[config.mk]
export PLATFORM = sky130hd
export DESIGN_NAME = rmgmt_mac_execute
export DESIGN_NICKNAME = d
export VERILOG_FILES = /design/src/rtl/mac_ext_pkg.sv /design/src/rtl/mac_shift_add_core.sv /design/src/rtl/rmgmt_mac_execute.sv
export SDC_FILE = /design/constraint.sdc
export NUM_CORES = 1
export LEC_CHECK = 0
export ABC_CLOCK_PERIOD_IN_PS = 14500
export CORE_AREA = 2 2 147 149
export DETAILED_ROUTE_END_ITERATION = 10
export DIE_AREA = 0 0 149 151
export PLACE_DENSITY = 0.78
export SLEW_MARGIN = 20
export SYNTH_ARGS = -nofsm -noshare
export SYNTH_HDL_FRONTEND = slang
export SYNTH_SLANG_ARGS = --single-unit
[constraint.sdc]
create_clock -name CLK -period 14.5 [get_ports CLK]
set_input_delay 1.45 -clock CLK [delete_from_list [all_inputs] [get_ports CLK]]
set_output_delay 1.45 -clock CLK [all_outputs]
set_load 0.02 [all_outputs]
[src/rtl/mac_ext_pkg.sv]
// mac_ext_pkg: shared types for the RISC-MGMT multiply-accumulate extension
package mac_ext_pkg;
    localparam int MAC_XLEN = 32;
    typedef enum logic [1:0] {MUL = 2'd0, MAC = 2'd1, CLRACC = 2'd2} mac_op_t;
    typedef enum logic [1:0] {IDLE, RUN, DONE} mac_state_t;
    typedef struct packed {
        logic                start;
        logic [1:0]          op;
        logic [MAC_XLEN-1:0] rs1_data;
        logic [MAC_XLEN-1:0] rs2_data;
    } decode_execute_t;
    typedef struct packed {
        logic                valid;
        logic [MAC_XLEN-1:0] result;
    } execute_memory_t;
    function automatic logic op_is_mul(input logic [1:0] op);
        return op == MUL || op == MAC;
    endfunction
endpackage

[src/rtl/mac_shift_add_core.sv]
// mac_shift_add_core: iterative shift-add multiplier datapath, one multiplier bit per step
module mac_shift_add_core #(
    parameter int XLEN  = 32,
    parameter int CNT_W = 5
) (
    input  logic            clk,
    input  logic            rst,
    input  logic            load,
    input  logic            step,
    input  logic [XLEN-1:0] multiplicand_in,
    input  logic [XLEN-1:0] multiplier_in,
    output logic [XLEN-1:0] product_next,
    output logic            done
);
    logic [XLEN-1:0]  mcand_q, mcand_d, mplier_q, mplier_d, prod_q, prod_d;
    logic [CNT_W-1:0] cnt_q, cnt_d;

    assign product_next = prod_q + (mplier_q[0] ? mcand_q : '0);
    assign done = (mplier_q[XLEN-1:1] == '0) || (cnt_q == CNT_W'(XLEN-1));

    // load a fresh operand pair or advance one shift-add iteration
    always_comb begin
        mcand_d  = mcand_q;
        mplier_d = mplier_q;
        prod_d   = prod_q;
        cnt_d    = cnt_q;
        if (load) begin
            mcand_d  = multiplicand_in;
            mplier_d = multiplier_in;
            prod_d   = '0;
            cnt_d    = '0;
        end else if (step) begin
            mcand_d  = mcand_q << 1;
            mplier_d = mplier_q >> 1;
            prod_d   = product_next;
            cnt_d    = cnt_q + CNT_W'(1);
        end
    end

    // datapath registers
    always_ff @(posedge clk or posedge rst) begin
        if (rst) begin
            mcand_q  <= '0;
            mplier_q <= '0;
            prod_q   <= '0;
            cnt_q    <= '0;
        end else begin
            mcand_q  <= mcand_d;
            mplier_q <= mplier_d;
            prod_q   <= prod_d;
            cnt_q    <= cnt_d;
        end
    end
endmodule

[src/rtl/rmgmt_mac_execute.sv]
// rmgmt_mac_execute: execute stage of the MAC extension, sequencing multiply, accumulate and writeback
module rmgmt_mac_execute
    import mac_ext_pkg::*;
#(
    parameter int XLEN  = MAC_XLEN,
    parameter int CNT_W = $clog2(XLEN)
) (
    input  logic            CLK,
    input  logic            RST,
    input  decode_execute_t de_t,
    input  logic            flush,
    output logic            busy,
    output logic            reg_w,
    output logic [XLEN-1:0] reg_wdata,
    output logic            exception,
    output execute_memory_t em_t
);
    mac_state_t      state_q, state_d;
    logic [1:0]      op_q, op_d;
    logic [XLEN-1:0] acc_q, acc_d, res_q, res_d, prod_next;
    logic            w_q, w_d, exc_q, exc_d, core_done;

    mac_shift_add_core #(.XLEN(XLEN), .CNT_W(CNT_W)) u_core (
        .clk             (CLK),
        .rst             (RST),
        .load            (state_q == IDLE && de_t.start && !flush && op_is_mul(de_t.op)),
        .step            (state_q == RUN && !flush),
        .multiplicand_in (de_t.rs1_data),
        .multiplier_in   (de_t.rs2_data),
        .product_next    (prod_next),
        .done            (core_done)
    );

    assign busy       = state_q == RUN || (state_q == IDLE && de_t.start && !flush);
    assign reg_w      = w_q && !flush;
    assign exception  = exc_q && !flush;
    assign reg_wdata  = res_q;
    assign em_t.valid = w_q && !flush;
    assign em_t.result = res_q;

    // the result is prepared on entry to DONE; acc commits on the DONE edge unless flushed
    always_comb begin
        state_d = state_q;
        op_d    = op_q;
        acc_d   = acc_q;
        res_d   = res_q;
        w_d     = 1'b0;
        exc_d   = 1'b0;
        if (flush) state_d = IDLE;
        else case (state_q)
            IDLE: if (de_t.start) begin
                op_d    = de_t.op;
                state_d = op_is_mul(de_t.op) ? RUN : DONE;
                w_d     = de_t.op == CLRACC;
                exc_d   = de_t.op == 2'd3;
                res_d   = de_t.op == CLRACC ? acc_q : res_q;
            end
            RUN: if (core_done) begin
                state_d = DONE;
                w_d     = 1'b1;
                res_d   = op_q == MAC ? acc_q + prod_next : prod_next;
            end
            DONE: begin
                state_d = IDLE;
                acc_d   = op_q == MAC ? res_q : op_q == CLRACC ? '0 : acc_q;
            end
            default: state_d = IDLE;
        endcase
    end

    // FSM, accumulator and registered output pulses
    always_ff @(posedge CLK or posedge RST) begin
        if (RST) begin
            state_q <= IDLE;
            op_q    <= '0;
            acc_q   <= '0;
            res_q   <= '0;
            w_q     <= 1'b0;
            exc_q   <= 1'b0;
        end else begin
            state_q <= state_d;
            op_q    <= op_d;
            acc_q   <= acc_d;
            res_q   <= res_d;
            w_q     <= w_d;
            exc_q   <= exc_d;
        end
    end
endmodule
==> impl_metrics.ini <==
[synthesis]
avgSynthCellArea_um2 = 8.509
synth.distinct_cells = 78
synth_area_mm2 = 0.01131
ys.flop_type = dfrtp_1
synthArstFlopShare_pct = 100.0
yosysWarningCount = 0
synth_edf_count = 0
ys_ff_latch = 171
ys_seq_area_share_pct = 37.84
syn_nets = 1470
synthCells = 1329

[cts]
clkSlewWorstSetupHoldPaths_ns = 0.08
cts_tree = done
cts_buffers = 17
postCtsHoldBufs = 0
clock_sinks = 171
clkLatencyLatePin_ns = 0.44
cts_max_level = 4
clockBufferDepth = 2
cts_setup_buffers = 0
cts_root_buf = clkbuf_16
cts_resized = 0

[drt]
postRouteAntennaNets = 0
drcViolationCount = 0
vias = 9892
drt-vias-per-instance = 5.881
wl_per_cell_um = 16.78
drt_wl_total_um = 28230
detailedRoute.firstPassIterationCount = 5
drt_iter0_markers = 711

[die]
core-area_mm2 = 0.02082
start_util_pct = 54.31
pin_count = 138
die_area_mm2 = 0.02250
die_h_um = 151
rows = 53
die_x_um = 149

[final_layout]
final_cell_mix = 291 x nand2_1, 171 x dfrtp_1, 137 x clkdlybuf4s50_1
final_nets = 1535
area_growth_pct = 16.87
regArea_mm2 = 0.004279
multiInputGateArea_mm2 = 0.006429
final_common_cell = nand2_1
drive_gt1_share_pct = 5.330
fillCellCount = 1770
antenna-diode-count = 0

[placed_design]
place.gp.congestion = 0.9534
hpwl_um = 19770
port_buffers = 137

[sta]
clock.fmax_mhz = 188.4
timing_hold_violations_final = 0
final.setup_skew_ns = 0.01238
worst_pin_slew_ns = 1.069
rsz0062_at_grt = no
drv_slew = 0
setup_tns_ns = 0
setup_viol = 0
fin_crit_ns = 5.307
min_period_over_period_pct = 36.60
max-slew-margin-rel_pct = 28.42

[global_routing]
grt_max_degree = 110
grt_pass1_vias = 9213
grt.total_usage_pct = 25.87
grt-ovfl-total = 0
antenna_found_initial = 0
grt_pass1_wl_um = 46710

[worst_setup_path]
crit_fanout = 33
cp_data_required_time_ns = 14.86
critical_path_class = reg2reg
reg2reg_slack_ns = 9.19
start_kind = register
crit-reg2reg-capture = reg_wdata[29]
worstSetupEndpointType = register
regToRegStartpoint = u_core.mplier_q[0]
reg2regPathDepth = 19
critical_path_arrival_ns = 5.67

[flow_run]
maxCapViolCount = 0

[worst_hold_path]
min_delay_worst_endpoint = op_q[0]
hp-class = reg2reg
min_from = op_q[0]
whs_path_depth = 2

[power_and_ir_drop]
p_leak_nw = 6.082
power_w = 0.001781
power_density_mw_per_mm2 = 134.8
irDropWorstVdd_v = 0.00007889

[outcome]
status = finished clean
-- stage by stage --
step	cell area [µm²]	worst slack, ns	utilization (%)	hold WS [ns]	cells
finish	13220	9.193	63.47	0.5040	1682
global route	13220	8.824	63.47	0.5124	1682
CTS	13220	9.216	63.47	0.5023	1682
detailed placement	12620	9.268	60.61	0.4855	1650
floorplan	11310	8.418	-	0.4523	1329
global placement	12620	9.433	60.61	0.4801	1650
-- flip-flops by register name, summed over array words and instances, names as in the netlist --
signal / cells
acc_q: 32
reg_wdata: 32
u_core.mcand_q: 32
u_core.mplier_q: 32
u_core.prod_q: 32
u_core.cnt_q: 5
op_q: 2
state_q: 2
exc_q: 1
w_q: 1
-- worst max-delay path: stages, from the launching register on --
cell and delay, ns:
dfrtp_1 0.67, and2_1 0.30, ha_1 0.23, fa_1 0.45, a21oi_2 0.19, a211oi_2 0.11
o21a_4 0.26, o211ai_4 0.25, o21ai_0 0.16, xor2_1 0.26, ha_1 0.36, a21o_1 0.19
a21oi_1 0.16, nor2b_1 0.09, o41a_1 0.34, a22o_1 0.27, a311oi_2 0.26, mux2_1 0.34
and4_1 0.20, o21ai_1 0.13
-- synthesized netlist by cell type (4+ instances only) --
cell type | instances | share of area, %
a211oi_1 | 10 | 0.66
a21o_1 | 16 | 1.1
a21oi_1 | 72 | 3.2
a21oi_2 | 4 | 0.31
a22o_1 | 15 | 1.2
a22oi_1 | 62 | 4.1
a31oi_1 | 6 | 0.33
and2_1 | 33 | 1.8
and3_1 | 13 | 0.72
buf_2 | 4 | 0.18
buf_4 | 33 | 2.2
clkbuf_1 | 60 | 2.0
dfrtp_1 | 171 | 38
ha_1 | 69 | 7.6
inv_1 | 32 | 1.1
mux2i_1 | 14 | 1.2
nand2_1 | 291 | 9.7
nand2b_1 | 14 | 0.77
nand3_1 | 23 | 1.0
nand3b_1 | 4 | 0.27
nand4_1 | 10 | 0.55
nor2_1 | 52 | 1.7
nor2b_1 | 12 | 0.66
nor3_1 | 13 | 0.58
nor4_1 | 10 | 0.55
o211ai_1 | 7 | 0.46
o21ai_0 | 107 | 4.7
o21ai_1 | 8 | 0.35
o21bai_1 | 12 | 0.80
o22ai_1 | 14 | 0.77
or3_1 | 9 | 0.50
xnor2_1 | 34 | 2.6
xor2_1 | 24 | 1.9
-- cell families after synthesis --
family          count (synthesis)  synth area share [%]
compound gates                382                 22.75
xor+xnor                       59                 4.636
fa+ha+maj                      71                 7.989
buf+inv                       133                 5.554
flops                         171                 37.84
mux                            16                 1.438
simple gates                  497                 19.79
-- how the worst max path moves through the flow --
stage	from	end	cells after the start	slack, ns
2_1_floorplan	RST	acc_q[0]	1	8.42
3_3_place_gp	u_core.mplier_q[0]	reg_wdata[29]	19	9.43
3_5_place_dp	u_core.mplier_q[0]	reg_wdata[29]	19	9.27
4_1_cts	u_core.mplier_q[0]	reg_wdata[29]	19	9.22
5_1_grt	u_core.mplier_q[0]	reg_wdata[29]	19	8.82
6_report	u_core.mplier_q[0]	reg_wdata[29]	19	9.19
-- power by group --
part | switching (W) | internal, W
clock network | 0.000227 | 0.000233
logic | 0.000391 | 0.000270
registers | 0.0000884 | 0.000572
-- metal layers --
layer  vias to the layer above  routed length [µm]  GRT usage, %
met5                         -                   0             0
met4                         0                 412         7.952
met3                        33                1646         4.187
met2                       325               12490         39.49
met1                      4723               13680         37.90
li1                       4811                   -             -
-- final cells by class --
type	instances	share of cell area [%]
timing repair buffer	146	10.89
tap	275	2.603
clock buffer	17	3.219
clock inverter	15	1.297
multi-input combinational	1025	48.64
inverter	33	0.9751
sequential	171	32.38
Power figures use the tool's default switching activity.
